$ cat src/rtl/snoop_fifo_wr_sched_if.sv
// Requester-side and FIFO-side bus of the snoopable FIFO write scheduler.
interface snoop_fifo_wr_sched_if #(
    parameter int unsigned DW   = 64,
    parameter int unsigned NREQ = 3
);
    logic [NREQ*DW-1:0] req_data;
    logic [NREQ-1:0]    req_valid;
    logic [NREQ-1:0]    req_ack;
    logic [NREQ-1:0]    req_dup;
    logic               dedup_en;
    logic [DW-1:0]      f_wdata;
    logic               f_wvalid;
    logic               f_wready;
    logic [DW-1:0]      f_sdata;
    logic               f_svalid;
    logic               f_smatch;

    // Scheduler side
    modport master (
        input  req_data, req_valid, dedup_en, f_wready, f_smatch,
        output req_ack, req_dup, f_wdata, f_wvalid, f_sdata, f_svalid
    );

    // Requesters plus FIFO side
    modport slave (
        output req_data, req_valid, dedup_en, f_wready, f_smatch,
        input  req_ack, req_dup, f_wdata, f_wvalid, f_sdata, f_svalid
    );
endinterface

$ cat src/rtl/snoop_fifo_wr_sched.sv
// Round-robin write scheduler for the snoopable FIFO with optional snoop-and-drop dedup.
module snoop_fifo_wr_sched #(
    parameter int unsigned DW        = 64,
    parameter int unsigned NREQ      = 3,
    parameter int unsigned SNOOP_LAT = 1
) (
    input  logic                  clk,
    input  logic                  rstn,
    snoop_fifo_wr_sched_if.master bus,
    output logic [15:0]           drop_cnt_o,
    output logic                  busy_o
);
    localparam int unsigned PW  = (NREQ > 1) ? $clog2(NREQ) : 1;
    localparam int unsigned WCW = $clog2(SNOOP_LAT) + 1;

    typedef enum logic [2:0] {
        IDLE  = 3'd0,
        SNOOP = 3'd1,
        WAIT  = 3'd2,
        WRITE = 3'd3,
        DROP  = 3'd4
    } state_t;

    state_t          state_q;
    logic [PW-1:0]   rr_ptr_q;
    logic [PW-1:0]   gnt_q;
    logic [DW-1:0]   hold_data_q;
    logic [WCW-1:0]  wait_cnt_q;
    logic [15:0]     drop_cnt_q;

    logic            any_valid_c;
    logic [PW-1:0]   pick_c;
    logic [DW-1:0]   pick_data_c;
    logic [PW-1:0]   rr_ptr_d;
    logic            done_c;
    logic [NREQ-1:0] gnt_onehot_c;

    // First valid requester at or after rr_ptr, wrapping modulo NREQ
    always_comb begin
        int unsigned idx;
        int unsigned base;
        any_valid_c = 1'b0;
        pick_c      = rr_ptr_q;
        idx         = 0;
        for (int unsigned k = 0; k < NREQ; k++) begin
            idx = (32'(rr_ptr_q) + k) % NREQ;
            if (!any_valid_c && bus.req_valid[idx]) begin
                any_valid_c = 1'b1;
                pick_c      = PW'(idx);
            end
        end
        base        = 32'(pick_c) * DW;
        pick_data_c = bus.req_data[base +: DW];
    end

    // Pointer moves just past the requester that completed
    assign rr_ptr_d     = (gnt_q == PW'(NREQ - 1)) ? '0 : gnt_q + PW'(1);
    assign done_c       = ((state_q == WRITE) && bus.f_wready) || (state_q == DROP);
    assign gnt_onehot_c = NREQ'(1) << gnt_q;

    // Handshake strobes decoded from the state register
    assign bus.req_ack  = done_c ? gnt_onehot_c : '0;
    assign bus.req_dup  = (state_q == DROP) ? gnt_onehot_c : '0;
    assign bus.f_wvalid = (state_q == WRITE);
    assign bus.f_svalid = (state_q == SNOOP);
    assign bus.f_wdata  = hold_data_q;
    assign bus.f_sdata  = hold_data_q;
    assign drop_cnt_o   = drop_cnt_q;
    assign busy_o       = (state_q != IDLE);

    // Transaction FSM: grant, optional snoop/wait, then write or drop
    always_ff @(posedge clk or negedge rstn) begin
        if (!rstn) begin
            state_q     <= IDLE;
            rr_ptr_q    <= '0;
            gnt_q       <= '0;
            hold_data_q <= '0;
            wait_cnt_q  <= '0;
            drop_cnt_q  <= '0;
        end else begin
            case (state_q)
                IDLE: begin
                    if (any_valid_c) begin
                        gnt_q       <= pick_c;
                        hold_data_q <= pick_data_c;
                        state_q     <= bus.dedup_en ? SNOOP : WRITE;
                    end
                end
                SNOOP: begin
                    wait_cnt_q <= '0;
                    state_q    <= WAIT;
                end
                WAIT: begin
                    if (wait_cnt_q == WCW'(SNOOP_LAT - 1)) begin
                        wait_cnt_q <= '0;
                        state_q    <= bus.f_smatch ? DROP : WRITE;
                    end else begin
                        wait_cnt_q <= wait_cnt_q + WCW'(1);
                    end
                end
                WRITE: begin
                    if (bus.f_wready) begin
                        rr_ptr_q <= rr_ptr_d;
                        state_q  <= IDLE;
                    end
                end
                DROP: begin
                    rr_ptr_q <= rr_ptr_d;
                    if (drop_cnt_q != 16'hFFFF) begin
                        drop_cnt_q <= drop_cnt_q + 16'd1;
                    end
                    state_q <= IDLE;
                end
                default: state_q <= IDLE;
            endcase
        end
    end
endmodule

$ cat src/flat_wrapper.sv
// flat-port wrapper written by rule: the top's interface ports become plain ports
module snoop_fifo_wr_sched_flat 
#(
    parameter int unsigned DW        = 64,
    parameter int unsigned NREQ      = 3,
    parameter int unsigned SNOOP_LAT = 1
)
  (clk, rstn, drop_cnt_o, busy_o, bus_req_data, bus_req_valid, bus_dedup_en, bus_f_wready, bus_f_smatch, bus_req_ack, bus_req_dup, bus_f_wdata, bus_f_wvalid, bus_f_sdata, bus_f_svalid);
  snoop_fifo_wr_sched_if #(.DW(DW), .NREQ(NREQ)) bus_i ();
  input  logic clk;
  input  logic rstn;
  output logic [15:0] drop_cnt_o;
  output logic busy_o;
  input wire logic [$bits(bus_i.req_data)-1:0] bus_req_data;
  input wire logic [$bits(bus_i.req_valid)-1:0] bus_req_valid;
  input wire logic [$bits(bus_i.dedup_en)-1:0] bus_dedup_en;
  input wire logic [$bits(bus_i.f_wready)-1:0] bus_f_wready;
  input wire logic [$bits(bus_i.f_smatch)-1:0] bus_f_smatch;
  output wire logic [$bits(bus_i.req_ack)-1:0] bus_req_ack;
  output wire logic [$bits(bus_i.req_dup)-1:0] bus_req_dup;
  output wire logic [$bits(bus_i.f_wdata)-1:0] bus_f_wdata;
  output wire logic [$bits(bus_i.f_wvalid)-1:0] bus_f_wvalid;
  output wire logic [$bits(bus_i.f_sdata)-1:0] bus_f_sdata;
  output wire logic [$bits(bus_i.f_svalid)-1:0] bus_f_svalid;
  assign bus_i.req_data = bus_req_data;
  assign bus_i.req_valid = bus_req_valid;
  assign bus_i.dedup_en = bus_dedup_en;
  assign bus_i.f_wready = bus_f_wready;
  assign bus_i.f_smatch = bus_f_smatch;
  assign bus_req_ack = bus_i.req_ack;
  assign bus_req_dup = bus_i.req_dup;
  assign bus_f_wdata = bus_i.f_wdata;
  assign bus_f_wvalid = bus_i.f_wvalid;
  assign bus_f_sdata = bus_i.f_sdata;
  assign bus_f_svalid = bus_i.f_svalid;
  snoop_fifo_wr_sched #(.DW(DW), .NREQ(NREQ), .SNOOP_LAT(SNOOP_LAT)) u_core (.clk(clk), .rstn(rstn), .bus(bus_i), .drop_cnt_o(drop_cnt_o), .busy_o(busy_o));
endmodule
$ cat config.mk
export PLATFORM = sky130hd
export DESIGN_NAME = snoop_fifo_wr_sched_flat
export DESIGN_NICKNAME = d
export VERILOG_FILES = /design/src/rtl/snoop_fifo_wr_sched_if.sv /design/src/rtl/snoop_fifo_wr_sched.sv /design/src/flat_wrapper.sv
export SDC_FILE = /design/constraint.sdc
export NUM_CORES = 1
export LEC_CHECK = 0
export BUFFER_PORTS_ARGS = -buffer_cell sky130_fd_sc_hd__clkbuf_2
export CAP_MARGIN = 20
export CORE_MARGIN = 3
export CORE_UTILIZATION = 25
export CTS_CLUSTER_SIZE = 14
export DETAILED_ROUTE_END_ITERATION = 16
export SLEW_MARGIN = 20
export SYNTH_ARGS = -nofsm -noshare
export SYNTH_HDL_FRONTEND = slang
export SYNTH_SLANG_ARGS = --single-unit
$ cat constraint.sdc
create_clock -name clk -period 2.4 [get_ports clk]
set_input_delay 0.12 -clock clk [delete_from_list [all_inputs] [get_ports clk]]
set_output_delay 0.12 -clock clk [all_outputs]
set_load 0.1 [all_outputs]
==> results of run 1 <==
[per-layer routing]
layer  vias up  GRT usage [%]
met5         -              0
met1      2417           18.6
met4         0           4.62
met3        19           3.79
li1       2392              -
met2       238           25.6
[flip-flops by register name, indices dropped and copies added, names as in the netlist]
signal / count
u_core.rr_ptr_q: 2
u_core.gnt_q: 2
u_core.drop_cnt_o: 16
u_core.state_q: 3
u_core.bus.f_sdata: 64
[cells by family after synthesis]
family	count (synthesis)	synth area share (%)
AOI/OAI and AO/OA	152	20.8
buffers and inverters	104	13.8
xor gates and xnor gates	15	2.53
and+or+nand+nor	61	6.33
muxes	69	13.4
adders and majority gates	5	1.21
DFF	87	42.0
[worst register-to-register path, delay by kind of cell (launching register included)]
kind / cells / cell delay (ns)
flops: 1 / 0.46
fa+ha+maj: 1 / 0.18
simple gates: 1 / 0.14
buf+inv: 6 / 0.81
compound gates: 5 / 0.63
[layout make-up]
type                    instances  area share [%]
multi-input cells             302            32.6
repair buffers                384            29.3
flip-flops and latches         87            29.1
well taps                     270            4.52
clock buffers                  10            3.06
clock inverters                 5            1.12
inverters                       4           0.201
diodes                          1          0.0335
[layout by cell type, fill, tap and decap left out, drive strengths merged, types with 7 or more instances in the layout]
cell type and n:
clkbuf 363, dfrtp 87, o21ai 71, mux2i 67, a32oi 65, buf 30
nand2 13, xnor2 11, nor2 10, nand2b 8, nor3 7
[how the worst max path moves through the flow]
stage / startpoint / to / slack (ns) / depth (start not counted)
after floorplan: u_core.state_q[1] / u_core.rr_ptr_q[0] / -0.11 / 5
after global placement: u_core.rr_ptr_q[1] / u_core.bus.f_sdata[1] / 0.006 / 9
after detailed placement: u_core.rr_ptr_q[1] / u_core.bus.f_sdata[49] / -0.04 / 9
after CTS: u_core.rr_ptr_q[0] / u_core.bus.f_sdata[63] / 0.04 / 10
after global routing: u_core.rr_ptr_q[0] / u_core.bus.f_sdata[49] / -0.02 / 9
final: u_core.rr_ptr_q[1] / u_core.bus.f_sdata[59] / 0.06 / 13
[repair_timing]
| item | CTS | global route |
|---|---|---|
| setup endpoints to repair | 48 | 67 |
| pin swaps | 0 | 5 |
| buffers inserted | 0 | 4 |
| gates cloned | 0 | 3 |
| endpoints found under the hold margin | 39 | 0 |
| resized for setup | 6 | 24 |
| hold buffers | 1 | 0 |
[stage by stage]
stage	hold WS [ns]	area (um^2)
finish	0.0216	7480
global route	0.0121	7480
CTS	0.00216	7280
detailed placement	0.147	6930
global placement	0.137	6930
floorplan	-0.176	5220
==> metrics.md, run 1 <==
| Metric | Value |
|---|---|
| Post-synth EDFFs | `0` |
| RSZ-0062 raised after global routing | `yes` |
| Largest cells by area after synthesis | `dfrtp_1 42%, mux2i_1 13%, a32oi_1 11%` |
| WS Path Type | `reg2reg` |
| Met1 wire length | `7.74 mm` |
| Filler cells | `2085` |
| Most used cell, CP | `buf_6` |
| R2R Path Start | `u_core.rr_ptr_q[1]` |
| Synth warn | `0` |
| Most instantiated cells after synthesis | `87 x dfrtp_1, 73 x buf_4, 67 x mux2i_1` |
| Setup TNS | `0 ns` |
| Drt wl/cell | `17.4 um` |
| Root Driver | `clkbuf_16` |
| Placed insts | `1039` |
| First-pass GRT wire length | `26.3 mm` |
| Initial core utilization | `25.5%` |
| CTS H-Tree Depth | `3` |
| Gr usage total | `15.0%` |
| CP top delay family | `buffers and inverters` |
| Setup Skew | `0.0138 ns` |
| Synthesis-to-layout area growth | `44.4%` |
| Most frequent cell after synthesis | `dfrtp_1` |
| WHS Endpoint | `u_core.bus.f_sdata[55]` |
| Hold depth | `3` |
| Slew @ Worst Pin | `0.586 ns` |
| Antenna-violating nets left | `0` |
| Sequential fraction of the synthesis area | `42.0%` |
| Worst path max stage delay | `0.46 ns` |
| Top cell type's share of synthesized area | `42.0%` |
| Outcome | `completed` |
| Max Clock Freq | `0.427 GHz` |
| Chip width | `150 um` |
| Final setup vio count | `0` |
| Met2 wire len | `9.01 mm` |
| Layout Nets | `993` |
| CTS max path bufs | `2` |
| Wirelength, routed | `18.5 mm` |
| Number of global-route vias before repair | `4948` |
| Data required, critical path | `2.63 ns` |
| PnR worst setup slack | `0.0595 ns` |
| Clk sinks | `87` |
| R2R depth | `13` |
| Type of origin of the critical path | `register` |
| Ys flop type | `dfrtp_1` |
| Worst-path clk slew | `0.07 ns` |
| Arrival time of the worst setup path | `2.57 ns` |
| Pin count of the biggest net entering global routing | `49` |
| Layout cells sized above 1 | `53.9%` |
| Core footprint | `20300 um^2` |
| Slew margin rel. | `61.1%` |
| Final RePlAce weighted congestion | `0.784` |
| Async S/R FF share, synth | `100%` |
| Min Tclk post-route | `2.34 ns` |
| Synth Instances | `493` |
| Via Count | `5066` |
| DRC violations left | `0` |
| Period utilization | `97.5%` |
| Hold Violations, Final | `0` |
| Slowest cell on the critical path | `dfrtp_2` |
| Port bufs | `352` |
| WP buf/inv | `6` |
| R2r setup slk | `0.06 ns` |
| Hpwl dp | `13.7 mm` |
| Drt pass-1 iters | `4` |
| Crit Path Max Fanout | `15` |
| DR iter-0 viols | `222` |
| Hold path startpoint | `bus_req_data[183]` |
| Max Used Layer | `met4` |
| Initial antenna violation count | `1` |
| Setup crit end kind | `register` |
| Worst min-delay path class | `in2reg` |
| Synth area leader | `dfrtp_1` |
| Post-route insts no fill | `1063` |
| Area of the mapped netlist | `5180 um^2` |
| Total of max-cap violations | `0` |
| Total congestion overflow | `0` |
| Count of state elements after synthesis | `87` |
| Clk_lat worst skew | `0.34 ns` |
| Dpl ws | `-0.0449 ns` |
| Avg Synthesized Cell Area | `10.5 um^2` |
| Die ar. | `22500 um^2` |
| FF+latch area | `2180 um^2` |
| Num rows | `52` |
| Via density | `4.77` |
| Final Util | `36.9%` |
| Final Max Tran Viols | `0` |
| CTS tree | `done` |
| Cts bufs inserted | `9` |
| Top Ports | `353` |
| Die height | `150 um` |
| WL met3 | `1.46 mm` |
| Post-synthesis net count | `698` |
| CP cell instances | `inv_2 > ha_4 > buf_6 > nand3b_1 > o21ai_2 > buf_4 > o31ai_4 > buf_6 > a21oi_4 > buf_6 > clkbuf_16 > a32oi_1 > o21ai_1` |
| Multi-input gate area | `2440 um^2` |
| FF-to-FF End | `u_core.bus.f_sdata[59]` |
| Yosys cell types | `41` |
Power of run 1 is left out: the tool's default activity adds up to more than one toggle a clock period on the data nets, which glitch-free logic cannot reach.
==> run 2, diff against run 1 <==
Settings changed: PLACE_DENSITY_LB_ADDON set to 0.25.
==> run 2 against run 1 <==
  * Maximum frequency fell by 1.2%
  * Setup slack worse by 0.028 ns
  * Hold slack improved by 0.0087 ns
  * Final cell count is 2.4% higher
  * Critical path type unchanged
  * Sequential cell count unchanged
  * Final area is 4.9% higher
  * Global-route usage up 0.41 points
  * Sequential share of layout area down 1.4 points
  * Critical path depth fell by 2
  * Non-clock buffer count increased by 25
==> metrics.md, run 2 (synthesis results as in run 1) <==
| Metric | Value |
|---|---|
| Max reg flops | `64` |
| Via Count | `5061` |
| DRC violations left | `0` |
| Synthesis-to-layout area growth | `51.4%` |
| Total of max-cap violations | `0` |
| Arrival time of the worst setup path | `2.59 ns` |
| Slew @ Worst Pin | `0.717 ns` |
| WP buf/inv | `4` |
| CTS tree | `done` |
| Area post-placement | `7110 um^2` |
| WS Path Type | `reg2reg` |
| Final RePlAce weighted congestion | `0.808` |
| Ant diodes | `0` |
| Layout cells sized above 1 | `57.9%` |
| Worst path max stage delay | `0.42 ns` |
| Gr usage total | `15.4%` |
| Core footprint | `20300 um^2` |
| DR iter-0 viols | `148` |
| Cts bufs inserted | `9` |
| Number of global-route vias before repair | `4932` |
| Clk_lat worst skew | `0.34 ns` |
| Antenna-violating nets left | `0` |
| Num rows | `52` |
| Chip width | `150 um` |
| Data required, critical path | `2.62 ns` |
| Die height | `150 um` |
| Max Clock Freq | `0.422 GHz` |
| Wirelength, routed | `18.5 mm` |
| Worst min-delay path class | `in2reg` |
| Drt pass-1 iters | `4` |
| Root Driver | `clkbuf_16` |
| Pin count of the biggest net entering global routing | `50` |
| Layout Nets | `1018` |
| RSZ-0062 raised after global routing | `yes` |
| Initial core utilization | `25.5%` |
| First-pass GRT wire length | `27.1 mm` |
| Final setup vio count | `0` |
| CTS max path bufs | `2` |
| Outcome | `completed` |
| CP cell instances | `buf_6 > ha_4 > mux2i_4 > o21ai_4 > buf_6 > nand2b_1 > a32o_4 > buf_12 > buf_12 > mux2i_2 > o21ai_1` |
| Type of origin of the critical path | `register` |
| Final Max Tran Viols | `0` |
| Period utilization | `98.7%` |
| Hpwl dp | `14.0 mm` |
| R2r setup slk | `0.03 ns` |
| Worst-path clk slew | `0.07 ns` |
| Setup crit end kind | `register` |
| Clk sinks | `87` |
| Crit Path Max Fanout | `12` |
| Design Area, Final | `7850 um^2` |
| Die ar. | `22500 um^2` |
| Drt wl/cell | `17.0 um` |
| Top Ports | `353` |
| Port bufs | `352` |
| Total congestion overflow | `0` |
| Hold Violations, Final | `0` |
| Commonest non-fill, non-tap cell in the layout | `clkbuf_2` |
| Setup Skew | `0.00892 ns` |
| CTS H-Tree Depth | `3` |
| Initial antenna violation count | `0` |
| Slowest cell on the critical path | `dfrtp_1` |
| Commonest non-fill, non-tap cells in the layout | `349 x clkbuf_2, 86 x dfrtp_1, 60 x o21ai_1, 57 x mux2i_1, 52 x a32oi_1` |
| Via density | `4.65` |
| CP top delay family | `compound AO/OA/AOI/OAI gates` |
| Min Tclk post-route | `2.37 ns` |
| Slew margin rel. | `52.2%` |
## run 2: final timing paths
path	from	endpoint	depth (start not counted)
min in group asynchronous	rstn	u_core.drop_cnt_o[14]	2
worst max-delay path	u_core.rr_ptr_q[0]	u_core.bus.f_sdata[40]	11
worst max register to register	u_core.rr_ptr_q[0]	u_core.bus.f_sdata[40]	11
max in group asynchronous	rstn	u_core.bus.f_sdata[38]	3
worst min-delay path	bus_req_data[177]	u_core.bus.f_sdata[49]	3
worst min register to register	u_core.drop_cnt_o[7]	u_core.drop_cnt_o[7]	1
## run 2: area by class of cell
class | instances | area (um^2)
fillers | 2060 | 12500
multi-input cells | 302 | 2580
repair buffers | 409 | 2430
flip-flops and latches | 87 | 2180
well taps | 270 | 338
clock buffers | 12 | 246
clock inverters | 4 | 55.1
inverters | 4 | 15.0
## run 2: what timing repair did
action                                  CTS  global route
setup buffers                             3             8
gates cloned                              0             1
hold buffers                              1             0
endpoints found under the hold margin    48             0
pin swaps                                 0            10
endpoints found under the setup margin   65            67
gates resized for setup                  12            48
## run 2: per-layer routing
metal | GRT usage, % | wire length, um
met4 | 2.97 | 97
met5 | 0 | 0
met1 | 19.4 | 7640
met3 | 3.79 | 1350
met2 | 26.8 | 9370
## run 2: stage by stage
step,TNS [ns],setup WS (ns),cells,hold slack [ns],utilization [%]
floorplan,-0.158,-0.110,493,-0.176,-
global placement,-3.18,-0.126,1059,0.199,35.0
detailed placement,-5.38,-0.156,1059,0.198,35.0
CTS,0,0.00591,1079,0.0100,37.0
global route,-2.73,-0.0823,1088,0.0147,38.6
finish,0,0.0314,1088,0.0303,38.6
## run 2: tightest hold or removal path, cell delays in order
cell,delay [ns]
clkbuf_2,0.08
a32oi_1,0.09
o21ai_2,0.05
Power of run 2 is left out for the same reason.
